## config.mk

```make
export PLATFORM = sky130hd
export DESIGN_NAME = store_buffer
export DESIGN_NICKNAME = d
export VERILOG_FILES = /design/src/rtl/store_buffer.sv
export SDC_FILE = /design/constraint.sdc
export NUM_CORES = 1
export LEC_CHECK = 0
export CAP_MARGIN = 20
export CORE_MARGIN = 1.5
export CORE_UTILIZATION = 50
export CTS_CLUSTER_DIAMETER = 150
export DETAILED_ROUTE_END_ITERATION = 6
export PLACE_DENSITY = 0.86
export SLEW_MARGIN = 5
export SYNTH_ARGS = -nofsm -noshare
export SYNTH_HDL_FRONTEND = slang
export SYNTH_SLANG_ARGS = --single-unit
export TNS_END_PERCENT = 30
```

## constraint.sdc

```tcl
create_clock -name clock -period 4.9 [get_ports clock]
set_clock_uncertainty 0.15 [all_clocks]
set_input_delay 0.98 -clock clock [delete_from_list [all_inputs] [get_ports clock]]
set_output_delay 0.98 -clock clock [all_outputs]
set_load 0.02 [all_outputs]
```

## src/rtl/store_buffer.sv

```systemverilog
`default_nettype none
// ============================================================================
// Module      : store_buffer
// Description : Committed-store FIFO that drains head entries to memory through
//               a registered request/complete handshake. It also offers a
//               zero-latency load lookup against every occupied entry.
//               Optional build macro STORE_BUFFER_FORWARD_EN enables
//               byte-granular store-to-load forwarding (youngest entry wins).
//               Without the macro, any byte overlap with a buffered store is
//               reported as a conflict and nothing is forwarded.
// Revision    : 1.0 - initial release
// ============================================================================
module store_buffer #(
  parameter int DEPTH      = 4,
  parameter int ADDR_WIDTH = 32,
  parameter int DATA_WIDTH = 32,
  localparam int BE_WIDTH  = DATA_WIDTH / 8,
  localparam int CW        = $clog2(DEPTH) + 1
) (
  input  logic                  clock,
  input  logic                  reset,
  input  logic                  enqueueValid,
  output logic                  enqueueReady,
  input  logic [ADDR_WIDTH-1:0] enqueueAddress,
  input  logic [DATA_WIDTH-1:0] enqueueData,
  input  logic [BE_WIDTH-1:0]   enqueueByteEnable,
  input  logic                  loadValid,
  input  logic [ADDR_WIDTH-1:0] loadAddress,
  input  logic [BE_WIDTH-1:0]   loadByteEnable,
  output logic                  loadHit,
  output logic                  loadConflict,
  output logic [DATA_WIDTH-1:0] loadData,
  output logic                  storeValid,
  output logic [ADDR_WIDTH-1:0] storeAddress,
  output logic [DATA_WIDTH-1:0] storeData,
  output logic [BE_WIDTH-1:0]   storeByteEnable,
  input  logic                  storeComplete,
  output logic [CW-1:0]         count,
  output logic                  empty,
  output logic                  full
);

  localparam int PW  = $clog2(DEPTH);
  localparam int OFF = $clog2(BE_WIDTH);

  // Entry storage (payload is not reset; occupancy is tracked by r_valid)
  logic [ADDR_WIDTH-1:0] r_addr [DEPTH];
  logic [DATA_WIDTH-1:0] r_data [DEPTH];
  logic [BE_WIDTH-1:0]   r_be   [DEPTH];
  logic [DEPTH-1:0]      r_valid;

  logic [PW-1:0]         r_head;
  logic [PW-1:0]         r_tail;
  logic [CW-1:0]         r_count;
  logic                  r_store_valid;

  logic                  w_enq;
  logic                  w_retire;
  logic                  w_full;

  // Age-ordered view: slot k is the k-th oldest position from the head
  logic [PW-1:0]         w_idx   [DEPTH];
  logic [DEPTH-1:0]      w_match;
  logic [BE_WIDTH-1:0]   w_cover;
  logic                  w_any;

  function automatic logic [PW-1:0] ptr_inc(input logic [PW-1:0] p);
    if (p == PW'(DEPTH - 1)) begin
      return '0;
    end
    return p + 1'b1;
  endfunction

  assign w_full   = (r_count == CW'(DEPTH));
  assign w_enq    = enqueueValid && !w_full;
  assign w_retire = r_store_valid && storeComplete;

  // Pointer, occupancy, count and drain-request state
  always_ff @(posedge clock or posedge reset) begin
    if (reset) begin
      r_head        <= '0;
      r_tail        <= '0;
      r_count       <= '0;
      r_valid       <= '0;
      r_store_valid <= 1'b0;
    end else begin
      if (w_retire) begin
        r_valid[r_head] <= 1'b0;
        r_head          <= ptr_inc(r_head);
      end
      if (w_enq) begin
        r_valid[r_tail] <= 1'b1;
        r_tail          <= ptr_inc(r_tail);
      end
      case ({w_enq, w_retire})
        2'b10:   r_count <= r_count + 1'b1;
        2'b01:   r_count <= r_count - 1'b1;
        default: r_count <= r_count;
      endcase
      // Request drops on completion and re-arms on the following edge at the
      // earliest, which yields one idle cycle between consecutive requests.
      if (r_store_valid) begin
        if (storeComplete) begin
          r_store_valid <= 1'b0;
        end
      end else if (r_count != '0) begin
        r_store_valid <= 1'b1;
      end
    end
  end

  // Payload write at the tail slot
  always_ff @(posedge clock) begin
    if (w_enq) begin
      r_addr[r_tail] <= enqueueAddress;
      r_data[r_tail] <= enqueueData;
      r_be[r_tail]   <= enqueueByteEnable;
    end
  end

  // Per-age-slot address match against the load word address
  for (genvar g = 0; g < DEPTH; g++) begin : g_slot
    assign w_idx[g]   = r_head + PW'(g);
    assign w_match[g] = r_valid[w_idx[g]] &&
                        (r_addr[w_idx[g]][ADDR_WIDTH-1:OFF] == loadAddress[ADDR_WIDTH-1:OFF]);
  end

  if (OFF > 0) begin : g_offset_unused
    logic w_unused_load_offset;
    assign w_unused_load_offset = ^loadAddress[OFF-1:0];
  end

  // Requested bytes that some occupied matching entry also writes
  always_comb begin
    w_cover = '0;
    for (int k = 0; k < DEPTH; k++) begin
      if (w_match[k]) begin
        w_cover = w_cover | (r_be[w_idx[k]] & loadByteEnable);
      end
    end
  end

  assign w_any = |w_cover;

`ifdef STORE_BUFFER_FORWARD_EN
  logic [DATA_WIDTH-1:0] w_fwd_data;
  logic                  w_all;

  // Scan oldest to youngest so the youngest writer of each byte wins
  always_comb begin
    w_fwd_data = '0;
    for (int k = 0; k < DEPTH; k++) begin
      if (w_match[k]) begin
        for (int b = 0; b < BE_WIDTH; b++) begin
          if (r_be[w_idx[k]][b] && loadByteEnable[b]) begin
            w_fwd_data[b*8 +: 8] = r_data[w_idx[k]][b*8 +: 8];
          end
        end
      end
    end
  end

  assign w_all        = (w_cover == loadByteEnable);
  assign loadHit      = loadValid && w_any && w_all;
  assign loadConflict = loadValid && w_any && !w_all;
  assign loadData     = loadHit ? w_fwd_data : '0;
`else
  assign loadHit      = 1'b0;
  assign loadConflict = loadValid && w_any;
  assign loadData     = '0;
`endif

  assign enqueueReady    = !w_full;
  assign storeValid      = r_store_valid;
  assign storeAddress    = r_addr[r_head];
  assign storeData       = r_data[r_head];
  assign storeByteEnable = r_be[r_head];
  assign count           = r_count;
  assign empty           = (r_count == '0);
  assign full            = w_full;

endmodule
`default_nettype wire

```

# After elaboration in Yosys (flattened, before gate mapping)
# Memories as Yosys holds them, arrays and structs flattened.
# Cells that the tools add are included.
dict set report totals {
  regBits 12
  mem_bits_rw 272
  inputBits 109
  output_inout_bits 109
  memories 3
}
# memory words width rd rd_ports_with_merged_regs write_ports line
set mem_list {}
lappend mem_list {r_addr 4 32 4 0 1 47} ;# logic [ADDR_WIDTH-1:0] r_addr [DEPTH];
lappend mem_list {r_data 4 32 1 0 1 48} ;# logic [DATA_WIDTH-1:0] r_data [DEPTH];
lappend mem_list {r_be 4 4 4 0 1 49} ;# logic [BE_WIDTH-1:0] r_be [DEPTH];
dict set report classes {
  addsub 6
  magnitude_cmp 7
  eq_ne 9
  n_mux 32
  bitwise_logic 10
  reduce_logical 14
}
# op n
set op_table {}
lappend op_table {{30-bit == test} 4}
lappend op_table {{4-bit 2-to-1 mux} 6}
lappend op_table {{4-bit bitwise AND} 5}
lappend op_table {{4-bit bitwise OR} 4}
lappend op_table {{2-bit by 3-bit < comparator with 1-bit output (second input constant)} 5}
lappend op_table {{1-bit 2-to-1 mux} 15}
lappend op_table {{1-bit logical AND} 9}
lappend op_table {{1-bit binary-select mux with 2-bit select} 4}
lappend op_table {{2-bit 2-to-1 mux} 4}
lappend op_table {{2-bit == test (second input constant)} 3}
lappend op_table {{3-bit case mux with 2 select lines} 1}
lappend op_table {{2-bit by 1-bit adder with 2-bit output (second input constant)} 2}
lappend op_table {{2-bit adder (second input constant)} 2}
lappend op_table {{1-bit demux with 2-bit select} 2}
lappend op_table {{2-bit by 1-bit >= comparator with 1-bit output (second input constant)} 2}
lappend op_table {{4-bit NOT} 1}
lappend op_table {{4-bit OR reduction} 1}
lappend op_table {{3-bit by 1-bit adder with 3-bit output (second input constant)} 1}
lappend op_table {{3-bit == test (second input constant)} 1}
lappend op_table {{3-bit zero test} 1}
lappend op_table {{3-bit nonzero test} 1}
lappend op_table {{3-bit by 1-bit subtractor with 3-bit output (second input constant)} 1}
lappend op_table {{2-bit by 1-bit == test with 1-bit output (second input constant)} 1}
lappend op_table {{2-bit nonzero test} 1}
lappend op_table {{1-bit zero test} 1}

# Longest topological paths before layout
dict set report logic_depth {
  word_depth 12
  mapped_depth 18
}

# Worst setup path before layout
# OpenSTA, ideal clock, no wires.
dict set report synth_path {
  path_type {register to output}
  start {register r_head[0]}
  end {output port loadConflict}
  arrival_ns 3.834
  t_required_ns 3.770
  path_slack_ns -0.064
  stages_incl_launch_ff 16
  cell_sequence {dfrtp_1 buf_2 buf_4 buf_4 clkinv_1 buf_2 buf_2 ha_1 buf_6 buf_6 mux4_1 xnor2_1 nand4_1 or4_1 nor4_1 o41a_2}
}
dict set report synth_between {
  elab_chain_cells 12
  elab_cells_between_ends 34
  classes_between {3 x add/sub; 4 x eq/ne; 12 x mux; 7 x bitwise; 6 x reduce/logical; 2 x memory}
}
# item line
set synth_lines {}
lappend synth_lines {{from (decl)} 52} ;# logic [PW-1:0] r_head;
lappend synth_lines {{from (signal assigned)} 89} ;# r_head <= ptr_inc(r_head);
lappend synth_lines {{branches (longest 9 deep; another with memory read 4 x 32 bit)} --}
lappend synth_lines {{4-bit 2-to-1 mux (*)} 137} ;# if (w_match[k]) begin
lappend synth_lines {{4-bit OR reduction (*)} 143} ;# assign w_any = |w_cover;
lappend synth_lines {{1-bit logical AND (*)} 169} ;# assign loadConflict = loadValid && w_any;
lappend synth_lines {{to (decl)} 31} ;# output logic loadConflict,
# Mark *: on every way between the ends. The select of a mux whose other input is x is not followed.

# Worst setup path after layout
# Same ends and word-level chain as after synthesis.

==> results.yml <==
cells_and_area:
  layout_commonest_cell: "edfxtp_1"
  nets: 1295
  mostFrequentLayoutCells: "272 x edfxtp_1, 181 x clkdlybuf4s50_1, 123 x mux4_2"
  area_growth_pct: 25.34
  drive_above_1_share_pct: 24.81
  nFillCells: 2196
placed_design:
  place_ws_ps: 15.60
  gp_congestion: 0.9327
  dp_hpwl_mm: 27.67
  port-buffer-count: 182
synthesis:
  ys_seq_area_share_pct: 55.09
  synth_seq_cells: 284
  ys_types: 54
  synth.area.top_cells: "edfxtp_1 53%, mux4_2 17%, mux2i_1 5.9%"
  ys.flop_type: "edfxtp_1"
  synth-async-reset-ratio_pct: 4.225
  synth_area_sq_um: 15370
  synth_edf_count: 272
  synth_top_area_share_pct: 53.14
  syn-mean-instance-area_sq_um: 16.33
  yosysTopAreaCell: "edfxtp_1"
  synth_cells: 941
  yosys_warnings: 0
worst_hold_path:
  min_path_type: "reg2reg"
  worstHoldStart: "storeValid"
  hold_depth: 2
  min_to: "storeValid"
sta:
  finalSetupViolations: 0
  max_clock_freq_ghz: 0.2068
  finalMaxSlewViolations: 0
  worstMarginPinSlew_ps: 1001
  max-slew-margin-rel_pct: 33.25
  finalCritPeriodShare_pct: 98.68
  setup_ws_ps: 64.56
  period_needed_ps: 4835
  final-hold-violation-count: 0
  setup_tns_ps: 0
die:
  chipWidth_microns: 178.3
  rows: 64
  fp.coreArea_sq_um: 30430
  die_area_sq_um: 31800
  io_pins: 218
  die_h_microns: 178.3
  start_util_pct: 50.51
clocking:
  root_buffer: "clkbuf_16"
  path_clk_slew_ps: 60
  ctsHoldBuffers: 0
  cts.path.max_buffers: 3
  cts_sinks: 284
  cts_buffers: 29
  cts_tree: "yes"
  cts_htree_levels: 1
  clk_latency_ps: 560
power:
  internal_power_mw: 8.444
  seqPwrFrac_pct: 25.9
  p_comb_share_pct: 57.2
  p_sw_share_pct: 37.58
  irDropWorstVdd_uv: 456.2
  switchingPower_mw: 5.083
  p_clk_share_pct: 16.9
  p_leak_nw: 6.687
  power_per_cell_area_nw_per_um2: 702.1
critical_path:
  r2r_setup_slack_ps: 2390
  worstSetupEndpointType: "output pin"
  cp.arrival_ps: 3710
  criticalPathCategory: "reg2out"
  start_kind: "register"
  cp_max_fo: 10
  critPathRequiredTime_ps: 3770
  r2r_start: "count[0]"
  crit-reg2reg-capture: "r_data[0][2]"
  rr_worst_depth: 4
detailed_routing:
  ant_nets: 0
  vias: 9922
  drcViolationCount: 0
  detail_route.wl_per_cell_microns: 25.94
  drt-total-wl_mm: 41.35
  drt-initial-drc-count: 1086
  dr.pass1.iters: 5
  avgViaCountPerCell: 6.225
grt:
  met2_usage_pct: 42.59
  antenna_found_initial: 4
  grt_util_met3_pct: 7.289
  grt_pass1_vias: 9872
  grt.met1_usage_pct: 33.22
  grtUsageTotal_pct: 25.70
  grt_max_degree: 128
  grt_busiest_layer: "met2"
  grt_overflow: 0
  grt_pass1_wl_mm: 60.13
status:
  outcome: "finished, final reports clean"
flow_run:
  drv_cap: 0
## flip-flops by register name, indices dropped and copies added (netlist names)
register / count
count: 3
r_data: 128
r_be: 16
r_valid: 4
storeValid: 1
r_head: 2
r_addr: 128
r_tail: 2
## how the worst max path moves through the flow
stage / startpoint / endpoint / slack (ps) / cells past startpoint
after floorplan: r_head[0] / loadConflict / 30 / 15
after global placement: loadAddress[24] / loadConflict / 6 / 8
after detailed placement: loadAddress[24] / loadConflict / 20 / 8
after CTS: r_head[0] / loadConflict / 5 / 11
after global routing: r_head[0] / loadConflict / -20 / 13
final: r_head[0] / loadConflict / 60 / 13
## layout make-up
class                           instances  area (sq um)  share of cell area [%]
Timing Repair Buffer                  273          2759                   14.32
Antenna cell                            1         2.502                 0.01299
Clock inverter                         17         221.5                   1.149
Tap cell                              396         495.5                   2.572
Clock buffer                           35         758.2                   3.936
Sequential cell                       284          8476                   43.99
Multi-Input combinational cell        572          6492                   33.70
Inverter                               16         61.31                  0.3182
## synthesized netlist by cell type (2+ instances only)
| master | number |
|---|---|
| buf_2 | 30 |
| a2111oi_0 | 3 |
| nand2b_1 | 3 |
| o2111ai_1 | 5 |
| and3_1 | 5 |
| xnor2_1 | 53 |
| o41ai_1 | 2 |
| a2bb2oi_1 | 3 |
| mux2_2 | 9 |
| nand3_1 | 3 |
| or3_1 | 4 |
| nand2_1 | 24 |
| nor4_1 | 15 |
| edfxtp_1 | 272 |
| buf_6 | 5 |
| a211oi_1 | 4 |
| a21o_1 | 4 |
| nor3_1 | 7 |
| a221oi_1 | 10 |
| ha_1 | 9 |
| o22ai_1 | 10 |
| mux4_1 | 14 |
| mux2i_1 | 90 |
| clkbuf_1 | 17 |
| or4_1 | 2 |
| a31oi_1 | 3 |
| nand4_1 | 14 |
| xor2_1 | 52 |
| inv_1 | 15 |
| a21oi_1 | 14 |
| dfrtp_1 | 12 |
| buf_1 | 8 |
| nor2_1 | 11 |
| and2_1 | 3 |
| o21ai_0 | 18 |
| o221ai_1 | 3 |
| a22oi_1 | 13 |
| o211ai_1 | 2 |
| mux4_2 | 115 |
| buf_4 | 41 |
## metal layers
layer / up-vias / wire length, microns
li1: 4245 / -
met2: 571 / 20320
met5: - / 39
met4: 6 / 1003
met3: 65 / 4461
met1: 5035 / 15530
## critical path, cell delays in order, from the launching register on
cell and delay (ps):
dfrtp_4 450, clkinv_2 80, ha_4 330, buf_4 120
buf_6 100, buf_12 130, mux4_2 500, a22o_1 250
a221oi_2 210, buf_4 170, or4_4 140, nor4_4 30
o41a_2 490, buf_6 150
## through the flow
stage                     utilization [%]  power [mW]  std cells  instance area (sq um)  hold WS, ps
after floorplan                         -       8.100        973                  15490        355.9
after CTS                           62.26       13.03       1572                  18940        387.6
final                               63.31       13.53       1594                  19270        380.7
after detailed placement            58.51       10.42       1515                  17800        366.4
after global placement              58.51       10.31       1515                  17800        356.9
after global routing                63.31       14.09       1593                  19260        403.7
## cell families after synthesis
family                     synth area share, %
AOI/OAI and AO/OA                        4.819
xor gates and xnor gates                 5.983
adders and majority gates               0.8629
buffers and inverters                    4.347
DFF                                      55.09
muxes                                    25.76
other                                  0.02440
and+or+nand+nor                          3.109
## power by group through the flow
stage                     logic [mW]  registers [mW]  clock network [mW]
final                           7.74            3.51                2.28
after global routing            8.14            3.55                2.40
after CTS                       7.23            3.49                2.30
after detailed placement        6.89            3.53                   0
after global placement          6.82            3.49                   0
after floorplan                 4.63            3.47                   0
## timing repair
| item | CTS | global route |
|---|---|---|
| buffers inserted | 3 | 18 |
| endpoints found under the setup margin | 1 | 1 |
| gates resized for setup | 20 | 26 |
| gates cloned | 2 | 3 |
| pin swaps | 3 | 12 |
(Power assumes the default switching activity.)
